--- src/rtl/alu_arbiter.sv ---
// Two-requester round-robin arbiter in front of a single multi-cycle ALU.
// One operation in flight at a time: accept, settle operands, pulse start,
// wait for the ALU result (or abort on timeout), then answer the requester.
module alu_arbiter #(
    parameter int unsigned TIMEOUT = 64
) (
    input  logic        soc_clk,
    input  logic        reset,
    input  logic [1:0]  req_valid,
    input  logic [31:0] req0_dat1,
    input  logic [31:0] req0_dat2,
    input  logic [5:0]  req0_instr,
    input  logic [31:0] req1_dat1,
    input  logic [31:0] req1_dat2,
    input  logic [5:0]  req1_instr,
    output logic [1:0]  req_accept,
    output logic [1:0]  rsp_valid,
    output logic [31:0] rsp_out,
    output logic [3:0]  rsp_flags,
    output logic        rsp_timeout,
    output logic        dat_ready,
    output logic [31:0] ALU_dat1,
    output logic [31:0] ALU_dat2,
    output logic [5:0]  Instruction_from_CU,
    input  logic        ALU_ready,
    input  logic [31:0] ALU_out,
    input  logic        ALU_overflow,
    input  logic        ALU_con_met,
    input  logic        ALU_zero,
    input  logic        ALU_err
);

    // Counter is at least 8 bits and always wide enough to hold TIMEOUT.
    localparam int unsigned CW_RAW = $clog2(TIMEOUT + 1);
    localparam int unsigned CW     = (CW_RAW > 8) ? CW_RAW : 8;

    typedef enum logic [2:0] {
        IDLE,
        SETUP,
        PULSE,
        WAIT,
        RESP
    } state_t;

    state_t        state;
    state_t        state_next;
    logic          ptr;
    logic          winner;
    logic          pick;
    logic [CW-1:0] cnt;
    logic [CW-1:0] cnt_inc;
    logic          timeout_hit;

    // Requester 1 wins when it is alone, or when both ask and the pointer names it.
    assign pick        = req_valid[1] & (~req_valid[0] | ptr);
    assign cnt_inc     = cnt + CW'(1);
    // Abort once TIMEOUT full cycles have been spent in WAIT without a result.
    assign timeout_hit = (cnt_inc == CW'(TIMEOUT));

    // State register.
    always_ff @(posedge soc_clk or negedge reset) begin
        if (!reset) begin
            state <= IDLE;
        end else begin
            state <= state_next;
        end
    end

    // Next-state and handshake pulses; accept is qualified by reset so every output is 0 while held in reset.
    always_comb begin
        state_next = state;
        req_accept = '0;
        dat_ready  = 1'b0;
        rsp_valid  = '0;
        case (state)
            IDLE: begin
                if (reset && (|req_valid)) begin
                    req_accept = pick ? 2'b10 : 2'b01;
                    state_next = SETUP;
                end
            end
            SETUP: begin
                state_next = PULSE;
            end
            PULSE: begin
                dat_ready  = 1'b1;
                state_next = WAIT;
            end
            WAIT: begin
                if (ALU_ready || timeout_hit) begin
                    state_next = RESP;
                end
            end
            RESP: begin
                rsp_valid  = winner ? 2'b10 : 2'b01;
                state_next = IDLE;
            end
            default: begin
                state_next = IDLE;
            end
        endcase
    end

    // Operand latch, arbitration pointer, wait counter and response capture.
    always_ff @(posedge soc_clk or negedge reset) begin
        if (!reset) begin
            ptr                 <= 1'b0;
            winner              <= 1'b0;
            cnt                 <= '0;
            ALU_dat1            <= '0;
            ALU_dat2            <= '0;
            Instruction_from_CU <= '0;
            rsp_out             <= '0;
            rsp_flags           <= '0;
            rsp_timeout         <= 1'b0;
        end else begin
            case (state)
                IDLE: begin
                    if (|req_valid) begin
                        winner <= pick;
                        if (pick) begin
                            ALU_dat1            <= req1_dat1;
                            ALU_dat2            <= req1_dat2;
                            Instruction_from_CU <= req1_instr;
                        end else begin
                            ALU_dat1            <= req0_dat1;
                            ALU_dat2            <= req0_dat2;
                            Instruction_from_CU <= req0_instr;
                        end
                    end
                end
                WAIT: begin
                    cnt <= cnt_inc;
                    if (ALU_ready) begin
                        rsp_out     <= ALU_out;
                        rsp_flags   <= {ALU_err, ALU_zero, ALU_con_met, ALU_overflow};
                        rsp_timeout <= 1'b0;
                    end else if (timeout_hit) begin
                        rsp_out     <= '0;
                        rsp_flags   <= '0;
                        rsp_timeout <= 1'b1;
                    end
                end
                RESP: begin
                    cnt <= '0;
                    ptr <= ~winner;
                end
                default: begin
                end
            endcase
        end
    end

endmodule

--- config.mk ---
export PLATFORM = sky130hd
export DESIGN_NAME = alu_arbiter
export DESIGN_NICKNAME = d
export VERILOG_FILES = /design/src/rtl/alu_arbiter.sv
export SDC_FILE = /design/constraint.sdc
export NUM_CORES = 1
export LEC_CHECK = 0
export ABC_AREA = 1
export BUFFER_PORTS_ARGS = -buffer_cell sky130_fd_sc_hd__buf_2
export CAP_MARGIN = 20
export CELL_PAD_IN_SITES_DETAIL_PLACEMENT = 0
export CELL_PAD_IN_SITES_GLOBAL_PLACEMENT = 1
export CORE_AREA = 2 2 141 143
export CTS_CLUSTER_SIZE = 25
export DETAILED_ROUTE_END_ITERATION = 10
export DIE_AREA = 0 0 143 145
export PLACE_DENSITY_LB_ADDON = 0.12
export SYNTH_ARGS = -nofsm -noshare
export SYNTH_HDL_FRONTEND = slang
export SYNTH_SLANG_ARGS = --single-unit
export TNS_END_PERCENT = 20
--- constraint.sdc ---
create_clock -name soc_clk -period 1.58 [get_ports soc_clk]
set_input_delay 0.079 -clock soc_clk [delete_from_list [all_inputs] [get_ports soc_clk]]
set_output_delay 0.079 -clock soc_clk [all_outputs]
set_load 0.005 [all_outputs]
==> results.py <==
metrics = {
    "outcome": {
        "run_status": "finished with violations",
        "violations": "setup timing",
    },
    "global_routing": {
        "wire_length_of_the_first_global_routing_pass_um": 32220,
        "grt_antenna_before_repair": 1,
        "maximum_number_of_pins_on_one_net_before_global_route_repair": 62,
        "grt_pass1_vias": 6474,
        "grt_overflow": 0,
        "grtUsageTotal": 0.1977,
    },
    "placed_design": {
        "globalplace.congestion": 0.7858,
        "port-buffer-count": 292,
        "place_hpwl_um": 13030,
        "preCtsSetupSlack_ps": -77.95,
    },
    "timing": {
        "achievable-frequency_ghz": 0.6009,
        "fin_worst_skew_ps": 11.31,
        "layout_worst_path_cycle_share": 1.053,
        "timing_max_transition_violations_final": 0,
        "hold_violations": 0,
        "slew-limit-headroom": 0.7184,
        "rsz0062_at_grt": "true",
        "setup_total_negative_slack_ps": -2575,
        "fin_ws_ps": -84.16,
        "final.min_clock_period_ps": 1664,
        "worst_margin_pin_slew_ps": 422.5,
        "setup_violations": 38,
    },
    "pwr": {
        "p_per_area_nw_per_um2": 1605,
        "vdd_drop_max_v": 0.0006571,
        "p_leak_nw": 5.015,
        "power.total_mw": 15.89,
    },
    "routing": {
        "via_count": 6167,
        "remaining_drc_errors": 0,
        "wl_um": 20410,
        "avgViaCountPerCell": 4.408,
        "detail_route.wl_per_cell_um": 14.59,
        "drt.antenna.violating_nets": 0,
        "detailedRoute.firstPassIterationCount": 4,
        "drt_iter0_markers": 277,
    },
    "floorplanning": {
        "dieArea_um2": 20740,
        "top_level_ports": 293,
        "floorplan.initialDensity": 0.2760,
        "die-width_um": 143,
        "core_region_area_um2": 19210,
        "chipHeight_um": 145,
        "floorplan.rows": 51,
    },
    "worst_setup_path": {
        "cp_max_fo": 19,
        "type_of_the_worst_setup_path": "reg -> reg",
        "critical_path_arrival_ps": 1970,
        "cp_data_required_time_ps": 1880,
        "worst_setup_path_start_kind": "register",
        "worst_setup_path_end_kind": "register",
    },
    "yosys": {
        "synthDistinctLibCells": 26,
        "postSynthRegisterBits": 120,
        "seq_area_frac_synth": 0.5664,
        "ys.warnings.count": 0,
        "synthesis.instances": 633,
        "synth.net_count": 815,
        "syn_avg_cell_area_um2": 8.375,
        "synth_area_um2": 5301,
    },
    "cells_and_area": {
        "drive_gt1_frac": 0.3610,
        "layout_commonest_cell": "sky130_fd_sc_hd__buf_2",
        "area_delta_synth_final_pct": 86.76,
        "finalNetCount": 1302,
        "postLayoutCoreUtil": 0.5155,
        "layout_common_cells": "291 x sky130_fd_sc_hd__buf_2, 177 x sky130_fd_sc_hd__nand2_1, 176 x sky130_fd_sc_hd__dlygate4sd3_1",
    },
    "worst_hold_path": {
        "worstHoldPathType": "in -> reg",
    },
    "clock_tree": {
        "cts-buffers-inserted": 17,
        "ctsRootBufferMaster": "sky130_fd_sc_hd__clkbuf_16",
        "cts_tree": "done",
        "clock_sinks": 120,
        "cts-root-to-sink-buffers": 2,
        "htreeDepth": 4,
        "clk_pin_slew_ps": 60,
        "clock_insertion_delay_at_the_later_pin_of_the_skew_report_ps": 420,
    },
    "job": {
        "cap_viol_max_count": 0,
    },
}
[synthesized netlist by cell type]
library cell / instances / area [µm²]
sky130_fd_sc_hd__nor2_1: 80 / 300.3
sky130_fd_sc_hd__nand2_1: 186 / 698.2
sky130_fd_sc_hd__o31ai_1: 1 / 7.510
sky130_fd_sc_hd__nor3_1: 2 / 10.01
sky130_fd_sc_hd__nor2_2: 1 / 6.260
sky130_fd_sc_hd__clkbuf_1: 21 / 78.83
sky130_fd_sc_hd__o21bai_1: 1 / 7.510
sky130_fd_sc_hd__dfrtp_1: 120 / 3003
sky130_fd_sc_hd__nor3_2: 1 / 10.01
sky130_fd_sc_hd__a211o_1: 1 / 8.760
sky130_fd_sc_hd__buf_2: 11 / 55.05
sky130_fd_sc_hd__nor2_4: 2 / 22.52
sky130_fd_sc_hd__o21ai_0: 139 / 695.7
sky130_fd_sc_hd__inv_1: 15 / 56.30
sky130_fd_sc_hd__nand3_1: 10 / 50.05
sky130_fd_sc_hd__o22ai_1: 1 / 6.260
sky130_fd_sc_hd__nand2_2: 21 / 131.4
sky130_fd_sc_hd__nand3_2: 2 / 20.02
sky130_fd_sc_hd__o21ai_1: 9 / 45.04
sky130_fd_sc_hd__buf_8: 2 / 30.03
sky130_fd_sc_hd__inv_2: 1 / 3.750
sky130_fd_sc_hd__xor2_1: 1 / 8.760
sky130_fd_sc_hd__ha_1: 1 / 12.51
sky130_fd_sc_hd__o21ai_2: 2 / 17.52
sky130_fd_sc_hd__buf_6: 1 / 11.26
sky130_fd_sc_hd__a21oi_1: 1 / 5.000
[worst paths after layout]
path / startpoint / to / slack (ps) / depth (start not counted)
max in group asynchronous: reset / ALU_dat1[13] / 960 / 3
worst max-delay path: cnt[0] / rsp_out[7] / -80 / 12
worst min register to register: rsp_out[1] / rsp_out[1] / 470 / 2
min in group asynchronous: reset / cnt[5] / 250 / 3
worst min-delay path: req0_dat2[0] / ALU_dat2[0] / 20 / 3
worst max register to register: cnt[0] / rsp_out[7] / -80 / 12
[area by class of cell]
type,count,area [µm²]
timing repair buffer,503,3637
clock inverter,10,166.4
clock buffer,22,484.2
multi-input combinational,462,2211
inverter,16,65.06
antenna,1,2.502
fill,1808,9306
tap,265,331.6
sequential,120,3003
[power breakdown]
group / switching, mW / internal [mW]
clock: 1.46 / 2.81
sequential: 0.856 / 4.53
combinational: 3.30 / 2.93
total: 5.62 / 10.3
[metal layers]
layer | wire length (µm) | vias up | track usage | share of wire
met5 | 0 | - | 0 | 0
met4 | 504 | 0 | 0.07525 | 0.025
met3 | 1415 | 36 | 0.06436 | 0.069
met2 | 10330 | 207 | 0.3431 | 0.51
met1 | 8157 | 2895 | 0.2234 | 0.40
li1 | - | 3029 | - | -
[worst max-delay path: stages (launching register included)]
cell	delay, ps
sky130_fd_sc_hd__dfrtp_1	420
sky130_fd_sc_hd__ha_4	190
sky130_fd_sc_hd__nand2_4	70
sky130_fd_sc_hd__inv_2	60
sky130_fd_sc_hd__nand3_2	60
sky130_fd_sc_hd__nand2_1	70
sky130_fd_sc_hd__nor2_2	120
sky130_fd_sc_hd__nand3_2	90
sky130_fd_sc_hd__nand2_2	90
sky130_fd_sc_hd__nand2_4	100
sky130_fd_sc_hd__buf_12	170
sky130_fd_sc_hd__nand2_1	60
sky130_fd_sc_hd__nand2_1	50
[timing repair]
| action | in CTS | in global routing |
|---|---|---|
| hold buffers | 175 | 1 |
| buffers inserted | 5 | 2 |
| gates cloned | 0 | 3 |
| hold endpoints to repair | 227 | 1 |
| gates resized for setup | 13 | 36 |
| setup endpoints to repair | 58 | 110 |
| pin swaps | 3 | 3 |
[stage by stage]
stage               cell area, µm²  cells  hold WS [ps]
finish                        9901   1399         19.70
global route                  9901   1399         26.75
CTS                           9742   1392       0.03603
detailed placement            7259   1181         158.4
global placement              7259   1181         166.0
floorplan                     5316    633        -216.6
[logic make-up after synthesis]
logic type,share of synthesized area
buffers and inverters,0.04437
DFF,0.5664
xor gates and xnor gates,0.001652
and+or+nand+nor,0.2355
adders and majority gates,0.002360
AOI/OAI and AO/OA,0.1496
[registers in the layout, summed over array words and instances (netlist names)]
| register | cells |
|---|---|
| ALU_dat1 | 32 |
| ALU_dat2 | 32 |
| Instruction_from_CU | 6 |
| cnt | 8 |
| ptr | 1 |
| rsp_flags | 4 |
| rsp_out | 32 |
| rsp_timeout | 1 |
| state | 3 |
| winner | 1 |
(Power assumes the default switching activity.)
